**src/rtl/zero_check_arbiter_if.sv**
```systemverilog
// ---------------------------------------------------------------------------
// zero_check_arbiter_if
// Request/response bundle for zero_check_arbiter.
//   req_valid  [NUM_REQ]                  per-requester operand valid
//   req_data   [NUM_REQ*REGISTER_LENGTH]  packed operands, req k at [k*RL +: RL]
//   req_ready  [NUM_REQ]                  one-hot grant/accept from the arbiter
//   rsp_valid  [1]                        response valid
//   rsp_ready  [1]                        response consumer ready
//   rsp_id     [ID_W]                     requester being answered
//   rsp_zero   [1]                        1 iff the accepted operand was zero
// Modports: master = requesters + response consumer, slave = arbiter.
// ---------------------------------------------------------------------------
interface zero_check_arbiter_if #(
    parameter int unsigned REGISTER_LENGTH = 64,
    parameter int unsigned NUM_REQ         = 2
);
    localparam int unsigned ID_W = $clog2(NUM_REQ);

    logic [NUM_REQ-1:0]                 req_valid;
    logic [NUM_REQ*REGISTER_LENGTH-1:0] req_data;
    logic [NUM_REQ-1:0]                 req_ready;
    logic                               rsp_valid;
    logic                               rsp_ready;
    logic [ID_W-1:0]                    rsp_id;
    logic                               rsp_zero;

    modport master (
        output req_valid, req_data, rsp_ready,
        input  req_ready, rsp_valid, rsp_id, rsp_zero
    );

    modport slave (
        input  req_valid, req_data, rsp_ready,
        output req_ready, rsp_valid, rsp_id, rsp_zero
    );
endinterface

```
**src/rtl/zero_check_arbiter.sv**
```systemverilog
// ---------------------------------------------------------------------------
// zero_check_arbiter
// Shares one zero checker between NUM_REQ requesters. One operand is accepted
// at a time (round-robin grant), registered, reduced to a zero flag and
// returned tagged with the requester id. Accept -> response valid is 2 cycles;
// a new operand is only accepted once the previous response was taken.
// Ports:
//   clk_i    clock, rising edge
//   reset_i  synchronous, active-high reset
//   bus      zero_check_arbiter_if.slave (request and response channels)
// Build option: define ZCA_FIXED_PRIORITY_EN for fixed priority (lowest
// valid index wins, no rotation pointer). Undefined = round-robin.
// ---------------------------------------------------------------------------
module zero_check_arbiter #(
    parameter int unsigned REGISTER_LENGTH = 64,
    parameter int unsigned NUM_REQ         = 2
) (
    input  logic                clk_i,
    input  logic                reset_i,
    zero_check_arbiter_if.slave bus
);
    localparam int unsigned ID_W = $clog2(NUM_REQ);

    localparam logic [1:0] StIdle = 2'd0;
    localparam logic [1:0] StEval = 2'd1;
    localparam logic [1:0] StResp = 2'd2;

    logic [1:0]                 state_q, state_d;
    logic [REGISTER_LENGTH-1:0] op_q;
    logic [ID_W-1:0]            id_q;
    logic                       rsp_valid_q;
    logic [ID_W-1:0]            rsp_id_q;
    logic                       rsp_zero_q;

    logic                       found;
    logic [ID_W-1:0]            grant_idx;
    logic [ID_W:0]              cand;
    logic [REGISTER_LENGTH-1:0] grant_data;

`ifndef ZCA_FIXED_PRIORITY_EN
    logic [ID_W-1:0] rr_ptr_q;
    logic [ID_W-1:0] rr_ptr_next;

    assign rr_ptr_next = (grant_idx == ID_W'(NUM_REQ - 1)) ? '0 : grant_idx + ID_W'(1);
`endif

    // Search for the first valid requester, starting at the rotation pointer
    // (round-robin) or at 0 (fixed priority). cand is one bit wider so the
    // wrap past NUM_REQ-1 can be detected for non-power-of-two NUM_REQ.
    always_comb begin
        found     = 1'b0;
        grant_idx = '0;
        cand      = '0;
        for (int unsigned i = 0; i < NUM_REQ; i++) begin
`ifdef ZCA_FIXED_PRIORITY_EN
            cand = (ID_W + 1)'(i);
`else
            cand = {1'b0, rr_ptr_q} + (ID_W + 1)'(i);
            if (cand >= (ID_W + 1)'(NUM_REQ)) begin
                cand = cand - (ID_W + 1)'(NUM_REQ);
            end
`endif
            if (!found && bus.req_valid[cand[ID_W-1:0]]) begin
                found     = 1'b1;
                grant_idx = cand[ID_W-1:0];
            end
        end
    end

    always_comb begin
        grant_data = '0;
        for (int unsigned k = 0; k < NUM_REQ; k++) begin
            if (grant_idx == ID_W'(k)) begin
                grant_data = bus.req_data[k*REGISTER_LENGTH +: REGISTER_LENGTH];
            end
        end
    end

    // Grant is combinational and only offered in IDLE outside reset.
    always_comb begin
        bus.req_ready = '0;
        if (state_q == StIdle && !reset_i && found) begin
            bus.req_ready[grant_idx] = 1'b1;
        end
    end

    always_comb begin
        state_d = state_q;
        case (state_q)
            StIdle:  if (found) state_d = StEval;
            StEval:  state_d = StResp;
            StResp:  if (rsp_valid_q && bus.rsp_ready) state_d = StIdle;
            default: state_d = StIdle;
        endcase
    end

    always_ff @(posedge clk_i) begin
        if (reset_i) begin
            state_q     <= StIdle;
            op_q        <= '0;
            id_q        <= '0;
            rsp_valid_q <= 1'b0;
            rsp_id_q    <= '0;
            rsp_zero_q  <= 1'b0;
`ifndef ZCA_FIXED_PRIORITY_EN
            rr_ptr_q    <= '0;
`endif
        end else begin
            state_q <= state_d;
            case (state_q)
                StIdle: begin
                    if (found) begin
                        op_q     <= grant_data;
                        id_q     <= grant_idx;
`ifndef ZCA_FIXED_PRIORITY_EN
                        rr_ptr_q <= rr_ptr_next;
`endif
                    end
                end
                StEval: begin
                    rsp_zero_q  <= ~|op_q;
                    rsp_id_q    <= id_q;
                    rsp_valid_q <= 1'b1;
                end
                StResp: begin
                    if (bus.rsp_ready) begin
                        rsp_valid_q <= 1'b0;
                    end
                end
                default: ;
            endcase
        end
    end

    assign bus.rsp_valid = rsp_valid_q;
    assign bus.rsp_id    = rsp_id_q;
    assign bus.rsp_zero  = rsp_zero_q;
endmodule

```
**src/flat_wrapper.sv**
```systemverilog
// flat-port wrapper written by rule: the top's interface ports become plain ports
module zero_check_arbiter_flat 
#(
    parameter int unsigned REGISTER_LENGTH = 64,
    parameter int unsigned NUM_REQ         = 2
)
  (clk_i, reset_i, bus_req_valid, bus_req_data, bus_rsp_ready, bus_req_ready, bus_rsp_valid, bus_rsp_id, bus_rsp_zero);
  zero_check_arbiter_if #(.REGISTER_LENGTH(REGISTER_LENGTH), .NUM_REQ(NUM_REQ)) bus_i ();
  input  logic clk_i;
  input  logic reset_i;
  input wire logic [$bits(bus_i.req_valid)-1:0] bus_req_valid;
  input wire logic [$bits(bus_i.req_data)-1:0] bus_req_data;
  input wire logic [$bits(bus_i.rsp_ready)-1:0] bus_rsp_ready;
  output wire logic [$bits(bus_i.req_ready)-1:0] bus_req_ready;
  output wire logic [$bits(bus_i.rsp_valid)-1:0] bus_rsp_valid;
  output wire logic [$bits(bus_i.rsp_id)-1:0] bus_rsp_id;
  output wire logic [$bits(bus_i.rsp_zero)-1:0] bus_rsp_zero;
  assign bus_i.req_valid = bus_req_valid;
  assign bus_i.req_data = bus_req_data;
  assign bus_i.rsp_ready = bus_rsp_ready;
  assign bus_req_ready = bus_i.req_ready;
  assign bus_rsp_valid = bus_i.rsp_valid;
  assign bus_rsp_id = bus_i.rsp_id;
  assign bus_rsp_zero = bus_i.rsp_zero;
  zero_check_arbiter #(.REGISTER_LENGTH(REGISTER_LENGTH), .NUM_REQ(NUM_REQ)) u_core (.clk_i(clk_i), .reset_i(reset_i), .bus(bus_i));
endmodule
```
**config.mk**
```make
export PLATFORM = sky130hd
export DESIGN_NAME = zero_check_arbiter_flat
export DESIGN_NICKNAME = d
export VERILOG_FILES = /design/src/rtl/zero_check_arbiter_if.sv /design/src/rtl/zero_check_arbiter.sv /design/src/flat_wrapper.sv
export SDC_FILE = /design/constraint.sdc
export NUM_CORES = 1
export LEC_CHECK = 0
export BUFFER_PORTS_ARGS = -buffer_cell sky130_fd_sc_hd__buf_2
export CORE_UTILIZATION = 49
export CTS_CLUSTER_DIAMETER = 120
export DETAILED_ROUTE_END_ITERATION = 8
export PLACE_DENSITY = 0.95
export SLEW_MARGIN = 10
export SYNTH_ARGS = -nofsm -noshare
export SYNTH_HDL_FRONTEND = slang
export SYNTH_SLANG_ARGS = --single-unit
```
**constraint.sdc**
```tcl
create_clock -name clk_i -period 3.3 [get_ports clk_i]
set_input_delay 0.33 -clock clk_i [delete_from_list [all_inputs] [get_ports clk_i]]
set_output_delay 0.33 -clock clk_i [all_outputs]
set_load 0.05 [all_outputs]
```
==> metrics.yaml <==
status:
  status: "finished, final reports clean"
synthesis:
  synth_ff_type: "dfxtp_1"
  syn_area_per_cell_sq_um: 9.912
  synth_cell_type_count: 28
  ys_seq_area_share_pct: 51.03
  synthesis.area_sq_um: 2785
  synth_top_area_cell: "dfxtp_1"
  synth.most_common_cell: "dfxtp_1"
  synth-edff-count: 0
  synth-seq-cells: 71
  synth_top_area_share_pct: 51.03
  synthTopCellsByArea: "dfxtp_1 51%, a222oi_1 20%, inv_1 5.7%, nor4_1 3.4%, buf_6 2.8%"
  yosys_warnings: 0
  synthArstFlopShare_pct: 0
  ys_top_cells_by_count: "71 x dfxtp_1, 57 x a222oi_1, 42 x inv_1, 19 x nor2_1, 15 x nor4_1"
  synthCells: 281
  synthesis.nets: 414
final_layout:
  multi_input_area_sq_um: 1050
  finalNonFillerCells: 484
  synthToLayoutAreaGrowth_pct: 29.38
  fin_nets: 540
  final-seq-area_sq_um: 1421
  nFillCells: 446
  diodes: 0
  final_area_sq_um: 3603
  drive_gt1_share_pct: 38.35
critical_path:
  r2r-start: "u_core.state_q[1]"
  crit_arrival_ns: 1.96
  worstSetupEndpointType: "output pin"
  path_max_fanout: 43
  r2r-end: "u_core.op_q[57]"
  critPathKind: "register to output pin"
  reg2reg_depth: 5
  startpoint: "u_core.state_q[1]"
  crit_end: "bus_req_ready[1]"
  critPathLaunchType: "register"
  rrSetupSlack_ns: 1.36
  cp.required_ns: 2.97
clock_tree:
  cts_root_buf: "clkbuf_8"
  cts_hold_buf: 0
  cts_buffers: 9
  cts_resized: 0
  tritoncts: "yes"
  clkTransAtPathRegs_ns: 0.07
  htree_levels: 3
  post_cts_buffers: 0
  cts.path.max_buffers: 2
  clk_latency_ns: 0.34
  cts_sinks: 71
placed_design:
  io_buffers: 137
  dpl-instance-area_sq_um: 3427
  dpl.hpwl_mm: 5.511
  gp_congestion: 0.7732
  dp.cells: 468
timing:
  tightest_slew_ns: 0.8994
  slew_headroom_pct: 40.04
  min_period_ns: 2.288
  min_period_over_period_pct: 69.33
  clock_skew_ns: 0.009949
  fmax_ghz: 0.4371
  finalMaxSlewViolations: 0
  rsz0062_at_grt: "false"
  setup-violations-final: 0
  hold_slack_ns: 0.1836
  setup_tns_ns: 0
  hold_viol_final: 0
floorplanning:
  die_area_sq_um: 5989
  die_h_um: 77.39
  initial_core_util_pct: 50.58
  die_w_um: 77.39
  num_io_pins: 138
  coreArea_sq_um: 5507
  rows: 27
global_routing:
  antenna_found_initial: 0
  grt.total_usage_pct: 27.18
  grt_max_degree: 44
  grt_pass1_vias: 2677
  grt_pass1_wl_mm: 12.68
  grt-ovfl-total: 0
detailed_routing:
  routed_wl_mm: 7.922
  first_pass_iters: 8
  via_per_inst: 5.924
  drcViolationCount: 0
  drtIter0Drc: 309
  wl_per_cell_um: 16.37
  vias: 2867
  ant_nets: 0
power_and_ir_drop:
  intPower_w: 0.001434
  p_switching_w: 0.0005635
  leakage_nw: 1.855
  sequentialPowerShare_pct: 50.7
  irDropWorstVdd_mv: 0.3569
  swShare_pct: 28.21
  clockPowerShare_pct: 31.0
  p_per_area_nw_per_um2: 554.3
  p_comb_share_pct: 18.4
job:
  max-cap-violations: 0
hold_path:
  hp-class: "primary input to register"
## power by group through the flow
stage	combinational, W	clock [W]	sequential (W)
after detailed placement	0.000365	0	0.00103
after CTS	0.000367	0.000620	0.00101
final	0.000367	0.000619	0.00101
after global routing	0.000405	0.000665	0.00102
after floorplan	0.000240	0	0.00102
after global placement	0.000352	0	0.00102
## cells by family after synthesis
logic type | Yosys count | synth area share, %
DFF | 71 | 51.03
buffers and inverters | 67 | 11.59
and+or+nand+nor | 64 | 11.82
AOI/OAI and AO/OA | 79 | 25.56
## placed cells by master (no fill, tap or decap), drive strengths merged
cell type and instances:
nand4 3, nor2 20, or2 1, o31ai 1, clkinvlp 1, nor3 1, nand2b 2, nand3b 2
a222oi 57, nor2b 1, and4b 2, clkinv 2, dfxtp 71, and3 2, a211oi 1, a21o 2
nand3 2, buf 140, o21ai 8, a22oi 7, or3 1, nor4 15, a21oi 3, inv 42
clkbuf 13, nand2 12
## sequential cells by signal, summed over array words and instances, names as in the netlist
signal / cells
u_core.bus.rsp_valid: 1
u_core.op_q: 64
u_core.bus.rsp_zero: 1
u_core.bus.rsp_id: 1
u_core.rr_ptr_q: 1
u_core.state_q: 2
u_core.id_q: 1
## worst min-delay path by stage
stage                      from         endpoint  slack (ns)  depth (start not counted)
6_report       bus_req_data[12]  u_core.op_q[12]        0.18                          3
5_1_grt        bus_req_data[12]  u_core.op_q[12]        0.19                          3
4_1_cts        bus_req_data[12]  u_core.op_q[12]        0.18                          3
3_5_place_dp        u_core.id_q      u_core.id_q        0.44                          1
3_3_place_gp        u_core.id_q      u_core.id_q        0.44                          1
2_1_floorplan       u_core.id_q      u_core.id_q        0.43                          1
## routing by layer
metal / share of wire [%] / global-route usage [%] / vias up
met4: 1.6 / 11.70 / 0
met3: 8.2 / 6.471 / 13
li1: - / - / 1346
met2: 49 / 46.64 / 167
met1: 41 / 32.24 / 1341
met5: 0 / 0 / -
## worst max-delay path, stage by stage (launching register included)
cell	delay, ns
dfxtp_1	0.35
nor2_2	0.25
and4b_1	0.24
buf_4	0.40
buf_2	0.35
## area by class of cell
class | instances | share of cell area [%]
inverters | 42 | 4.375
multi-input cells | 143 | 29.13
well taps | 72 | 2.500
repair buffers | 140 | 19.65
clock buffers | 13 | 4.410
clock inverters | 3 | 0.4861
flip-flops and latches | 71 | 39.44
## through the flow
stage	util (%)	worst slack [ns]	total power, W
2_1_floorplan	-	1.817	0.001256
3_3_place_gp	62.24	1.221	0.001377
3_5_place_dp	62.24	1.066	0.001393
4_1_cts	65.44	1.025	0.001998
5_1_grt	65.44	0.9108	0.002093
6_report	65.44	1.012	0.001997
No activity file was read; power rests on OpenSTA's default activity.
